**config.mk**
```make
export PLATFORM = sky130hd
export DESIGN_NAME = alu_writeback_unit
export DESIGN_NICKNAME = d
export VERILOG_FILES = /design/src/rtl/alu_writeback_unit.sv
export SDC_FILE = /design/constraint.sdc
export NUM_CORES = 1
export LEC_CHECK = 0
export ABC_AREA = 1
export CELL_PAD_IN_SITES_DETAIL_PLACEMENT = 1
export CELL_PAD_IN_SITES_GLOBAL_PLACEMENT = 1
export CORE_MARGIN = 1.5
export CORE_UTILIZATION = 41
export CTS_BUF_LIST = sky130_fd_sc_hd__clkbuf_16
export DETAILED_ROUTE_END_ITERATION = 10
export GPL_ROUTABILITY_DRIVEN = 0
export PLACE_DENSITY_LB_ADDON = 0.1
export RECOVER_POWER = 50
export SETUP_SLACK_MARGIN = 0.1
export SLEW_MARGIN = 5
export SYNTH_ARGS = -nofsm -noshare
export SYNTH_HDL_FRONTEND = slang
export SYNTH_SLANG_ARGS = --single-unit
```
**constraint.sdc**
```tcl
create_clock -name clk -period 8.9 [get_ports clk]
set_clock_uncertainty 0.2 [all_clocks]
set_input_delay 2.67 -clock clk [delete_from_list [all_inputs] [get_ports clk]]
set_output_delay 2.67 -clock clk [all_outputs]
set_load 0.01 [all_outputs]
```
**src/rtl/alu_writeback_unit.sv**
```systemverilog
// ALU output consumer: writeback FIFO, NZCV flag register
// and single-cycle branch-condition evaluation.
module alu_writeback_unit #(
  parameter int DEPTH  = 2,
  parameter int REG_AW = 5
) (
  input  logic              clk,
  input  logic              reset,
  input  logic              in_valid,
  output logic              in_ready,
  input  logic [31:0]       in_result,
  input  logic              in_carry,
  input  logic              in_zero,
  input  logic              in_negative,
  input  logic              in_overflow,
  input  logic [REG_AW-1:0] in_rd,
  input  logic              in_set_flags,
  input  logic              in_no_wb,
  output logic              wb_valid,
  input  logic              wb_ready,
  output logic [31:0]       wb_data,
  output logic [REG_AW-1:0] wb_rd,
  output logic [3:0]        flags,
  input  logic              cond_req,
  input  logic [2:0]        cond_code,
  output logic              cond_ack,
  output logic              cond_taken
);

  localparam int CW = $clog2(DEPTH + 1);
  localparam int PW = $clog2(DEPTH);
  localparam logic [CW-1:0] FULL = CW'(DEPTH);

  logic [31:0]       data_mem [DEPTH];
  logic [REG_AW-1:0] rd_mem   [DEPTH];
  logic [PW-1:0]     wr_ptr;
  logic [PW-1:0]     rd_ptr;
  logic [CW-1:0]     count;

  logic       accept;
  logic       push;
  logic       pop;
  logic [3:0] flags_fwd;
  logic       eval;

  // in_ready depends only on the stored count, never on in_valid/wb_ready.
  assign in_ready = (count < FULL);
  assign wb_valid = (count != '0);
  assign wb_data  = data_mem[rd_ptr];
  assign wb_rd    = rd_mem[rd_ptr];

  assign accept = in_valid && in_ready;
  assign push   = accept && !in_no_wb && (in_rd != '0);
  assign pop    = wb_valid && wb_ready;

  // Forward a same-cycle flag update into the condition evaluation.
  always_comb begin
    flags_fwd = flags;
    if (accept && in_set_flags)
      flags_fwd = {in_negative, in_zero, in_carry, in_overflow};
  end

  // Decode the condition selector against the forwarded NZCV.
  always_comb begin
    eval = 1'b0;
    unique case (cond_code)
      3'b000: eval = flags_fwd[2];
      3'b001: eval = !flags_fwd[2];
      3'b010: eval = flags_fwd[3] ^ flags_fwd[0];
      3'b011: eval = !(flags_fwd[3] ^ flags_fwd[0]);
      3'b100: eval = flags_fwd[1];
      3'b101: eval = !flags_fwd[1];
      3'b110: eval = 1'b1;
      3'b111: eval = 1'b0;
      default: eval = 1'b0;
    endcase
  end

  // FIFO storage; cleared on reset so an empty head reads as zero.
  always_ff @(posedge clk) begin
    if (reset) begin
      for (int i = 0; i < DEPTH; i++) begin
        data_mem[i] <= '0;
        rd_mem[i]   <= '0;
      end
    end else if (push) begin
      data_mem[wr_ptr] <= in_result;
      rd_mem[wr_ptr]   <= in_rd;
    end
  end

  // Pointers wrap naturally since DEPTH is a power of two.
  always_ff @(posedge clk) begin
    if (reset) begin
      wr_ptr <= '0;
      rd_ptr <= '0;
      count  <= '0;
    end else begin
      if (push) wr_ptr <= wr_ptr + PW'(1);
      if (pop)  rd_ptr <= rd_ptr + PW'(1);
      unique case ({push, pop})
        2'b10:   count <= count + CW'(1);
        2'b01:   count <= count - CW'(1);
        default: count <= count;
      endcase
    end
  end

  // Architectural NZCV register.
  always_ff @(posedge clk) begin
    if (reset)
      flags <= 4'b0000;
    else if (accept && in_set_flags)
      flags <= {in_negative, in_zero, in_carry, in_overflow};
  end

  // One-cycle query response; taken holds between acks.
  always_ff @(posedge clk) begin
    if (reset) begin
      cond_ack   <= 1'b0;
      cond_taken <= 1'b0;
    end else begin
      cond_ack <= cond_req;
      if (cond_req) cond_taken <= eval;
    end
  end

endmodule

```
# After elaboration in Yosys (flattened, before gate mapping)
# Memory sizes are Yosys's and may differ from the RTL's. A register that Yosys moved wholly into a read port is not among the register bits.
# Cells that the tools add are included.
# word_totals
ramBits,74
memories,2
out_inout_bits,45
regBits,10
# memory_table
name,depth,width,read_ports,rd_clocked_by_memory_dff,write_ports,line_no,rtl
data_mem,2,32,1,1,2,34,logic [31:0] data_mem [DEPTH];
rd_mem,2,5,1,1,2,35,logic [REG_AW-1:0] rd_mem [DEPTH];
# op_classes
magnitude_cmp,1
add_sub_neg,4
bitwise,1
mux,18
n_reduce_logical,15
n_eq_ne,9
# op_table
cell,count
2-to-1 mux 32 bit,1
OR reduction 32 bit,1
2-to-1 mux 1 bit,13
"== test 3 bit, second input constant",4
one-hot mux 1 bit (8 select lines),1
"== test 3 x 2 -> 1 bit, second input constant",2
logical AND 1 bit,5
2-to-1 mux 5 bit,1
nonzero test 5 bit,1
OR reduction 5 bit,1
logical NOT 1 bit,4
2-to-1 mux 4 bit,1
one-hot mux 2 bit (2 select lines),1
nonzero test 2 bit,2
"== test 3 x 1 -> 1 bit, second input constant",1
logical NOT 3 bit,1
"adder 1 bit, second input constant",2
"adder 2 x 1 -> 2 bit, second input constant",1
"== test 2 x 1 -> 1 bit, second input constant",1
"== test 2 bit, second input constant",1
"less-than comparator 2 bit, second input constant",1
"subtractor 2 x 1 -> 2 bit, second input constant",1
bitwise XOR 1 bit,1

# Logic depth before layout (Yosys ltp)
# logic_depth
word_depth,9
ltp_mapped,11

# Least setup slack after synthesis
# Ideal clock, no wire load.
# synth_path
path_kind,input port to flip-flop
startpoint,in in_rd[2]
endpoint,mem data_mem[0][0] (enable)
path_slack_ps,4109
path_stages,8
n_path_buf,2
setup_time_ps,512
arrival_time_ps,4079
cell_sequence,inv_1 > nand4_1 > o21ai_2 > nor2_1 > nand2_1 > buf_6 > buf_6 > nand2_1
# synth_rtl
item,line_no,rtl
"start, declared",16,"input logic [REG_AW-1:0] in_rd,"
"end, declared",34,

==> flow_metrics.py <==
metrics = {
    "power": {
        "power_frac_clock": 0.379,
        "power_w": 0.00104,
        "leakagePower_nw": 2.14,
        "pwr-share-comb": 0.164,
        "p_sw_frac": 0.233,
        "seqPwrFrac": 0.458,
        "vdd_drop_max_mv": 0.0900,
        "p_switching_w": 0.000243,
        "power_density_mw_per_mm2": 204,
        "p_int_w": 0.000801,
    },
    "grt": {
        "gr-usage-all-layers": 0.176,
        "grt_antenna_before_repair": 0,
        "grt_overflow_total": 0,
        "grt_pass1_wl_um": 13100,
        "grt_pass1_vias": 2747,
        "grt_start_max_net_pins": 40,
    },
    "floorplanning": {
        "floorplan.initialDensity": 0.419,
        "die_area_mm2": 0.00993,
        "core_region_area_mm2": 0.00915,
        "rows": 35,
        "die_w_um": 99.7,
        "io_pins": 96,
        "die_h_um": 99.7,
    },
    "detailed_routing": {
        "routed_wl_um": 7990,
        "met1Wirelength_um": 3510,
        "drtPass1Iterations": 4,
        "highest_layer": "met4",
        "antenna_left": 0,
        "drt_iter0_drc": 97,
        "wl_per_cell_um": 14.8,
        "wl_met2_um": 3980,
        "drc": 0,
        "wl_met3_um": 364,
        "vias_per_cell": 4.80,
        "vias": 2595,
    },
    "clock_tree": {
        "root_buffer": "clkbuf_16",
        "cts_hold_buf": 0,
        "clkSinkCount": 85,
        "clk_latency_ns": 0.33,
        "clockBufferDepth": 2,
        "tritoncts": "done",
        "ctsResizeCount": 0,
        "cts-buffers-inserted": 9,
        "post-cts-setup-buffers": 0,
        "htreeDepth": 3,
        "clk_pin_slew_worst_paths_ns": 0.06,
    },
    "run_status": {
        "violations": "max-capacitance violations, max-slew violations",
        "outcome": "finished, violations left",
    },
    "sta": {
        "hold_viol_final": 0,
        "min_period_over_period": 0.738,
        "final.min_clock_period_ns": 6.56,
        "grt_setup_unrepaired": "no",
        "setup_tns_ns": 0,
        "setup_viol": 0,
        "slew_headroom": -0.141,
        "tightest_slew_ns": 1.71,
        "slew_viol_final": 117,
        "fmax_mhz": 152,
    },
    "job": {
        "cap_violations": 3,
    },
    "synth": {
        "synth_cell_types": 19,
        "synth-simple-area-share": 0.152,
        "yosysWarnings": 0,
        "yosysSeqAreaShare": 0.637,
        "syn_inst": 333,
        "synthXorXnorAreaFrac": 0,
        "synth_top_family_by_area": "simple AND/OR/NAND/NOR gates",
        "synth-compound-area-share": 0.0206,
        "synthAdderAreaFrac": 0.00327,
        "syn-num-nets": 385,
        "ys_ff_latch": 85,
        "synthMuxAreaShare": 0.109,
        "avgSynthCellArea_um2": 11.5,
        "syn_area_mm2": 0.00383,
    },
    "placement": {
        "io_buffers": 95,
        "dpl_cell_area_mm2": 0.00483,
        "dp_hpwl_um": 5130,
    },
    "finish": {
        "nFillCells": 979,
        "drive_gt1_frac": 0.184,
        "syn_to_final_growth_pct": 33.8,
        "antenna-diode-count": 0,
        "final_area_mm2": 0.00513,
        "fin_nets": 477,
        "utilization": 0.560,
    },
    "worst_setup_path": {
        "crit_fanout": 38,
        "setup.worst_path.class": "input pin to register",
        "cp.arrival_ns": 6.17,
        "required_ns": 8.50,
        "path_cells": "dlygate4sd3_1 -> inv_1 -> nand4_1 -> o21ai_0 -> nor2_1 -> nand2_1 -> nand2_2",
        "crit_path_end_kind": "register",
        "startpoint_type": "input pin",
        "cp_slowest_stage_delay_ns": 1.23,
        "cpMaxStageDelayCell": "nand2_1",
    },
    "min_path": {
        "hold_path_class": "register to register",
    },
}
[cells in the mapped netlist]
master	instances	area, um^2
nand3_2	1	10.0
o21ai_0	6	30.0
dfxtp_1	11	220
mux2_2	37	417
buf_4	1	7.51
nand4_1	6	37.5
ha_1	1	12.5
nor2_1	56	210
buf_6	5	56.3
a21oi_1	7	35.0
edfxtp_1	74	2220
clkbuf_1	1	3.75
buf_2	7	35.0
nand3_1	6	30.0
o21ai_1	1	5.00
nor2_2	28	175
nand2_1	32	120
inv_1	52	195
o21ai_2	1	8.76
[registers in the layout, indices dropped and copies added, names as in the netlist, named ones only]
name        cells
data_mem       64
cond_taken      1
wr_ptr          1
rd_ptr          1
count           2
cond_ack        1
rd_mem         10
flags           4
[critical path: cells and delay by family]
| kind | cells | cell delay, ns |
|---|---|---|
| AOI/OAI and AO/OA | 1 | 0.36 |
| buffers and inverters | 2 | 0.65 |
| and+or+nand+nor | 4 | 2.42 |
[power groups by stage]
stage	sequential [W]	combinational, W	clock, W
after floorplan	0.000475	0.0000956	0
after global placement	0.000486	0.000175	0
after detailed placement	0.000487	0.000176	0
after CTS	0.000479	0.000178	0.000401
after global routing	0.000482	0.000186	0.000415
final	0.000478	0.000171	0.000395
[metal layers]
layer  global-route usage  vias up
li1                     -     1275
met1                0.214     1239
met2                0.296       67
met3               0.0492       14
met4               0.0672        0
met5                    0        -
[stage by stage]
step / hold WS, ns / std cells / setup slack, ns
2_1_floorplan: 0.226 / 333 / 4.11
3_3_place_gp: 0.239 / 525 / 2.98
3_5_place_dp: 0.238 / 525 / 2.97
4_1_cts: 0.250 / 541 / 3.33
5_1_grt: 0.277 / 541 / 1.92
6_report: 0.257 / 541 / 2.34
[final timing paths]
kind	slack, ns	end	from	depth (start not counted)
worst max-delay path	2.34	data_mem[1][12]$_SDFFCE_PN0P_	in_rd[1]	7
worst max register to register	5.03	data_mem[1][12]$_SDFFCE_PN0P_	count[1]$_SDFFE_PP0P_	7
worst min-delay path	0.26	register	rd_ptr$_SDFFE_PP0P_	1
worst min register to register	0.26	register	rd_ptr$_SDFFE_PP0P_	1
[cells by family after synthesis]
group / after synthesis
AOI/OAI and AO/OA: 15
adders and majority gates: 1
buffers and inverters: 66
DFF: 85
muxes: 37
and+or+nand+nor: 129
[placed cells by master, fill, tap and decap left out, types with 2 or more instances in the layout]
cell,count
dlygate4sd3_1,19
o21ai_0,8
mux2_2,37
clkbuf_16,9
nand4_1,6
nand2_1,30
nor2_1,58
edfxtp_1,74
nand2_2,2
nor2_2,26
clkdlybuf4s50_1,76
dfxtp_1,11
clkinvlp_4,2
inv_1,53
bufinv_16,2
nand3_1,7
a21oi_1,7
[area by class of cell]
cell class / count / area (um^2) / share of cell area
sequential: 85 / 2440 / 0.476
multi-input combinational: 182 / 1080 / 0.211
timing repair buffer: 95 / 951 / 0.186
clock buffer: 9 / 225 / 0.0439
inverter: 52 / 195 / 0.0381
tap: 111 / 139 / 0.0271
clock inverter: 7 / 91.3 / 0.0178
(Power assumes the default switching activity.)
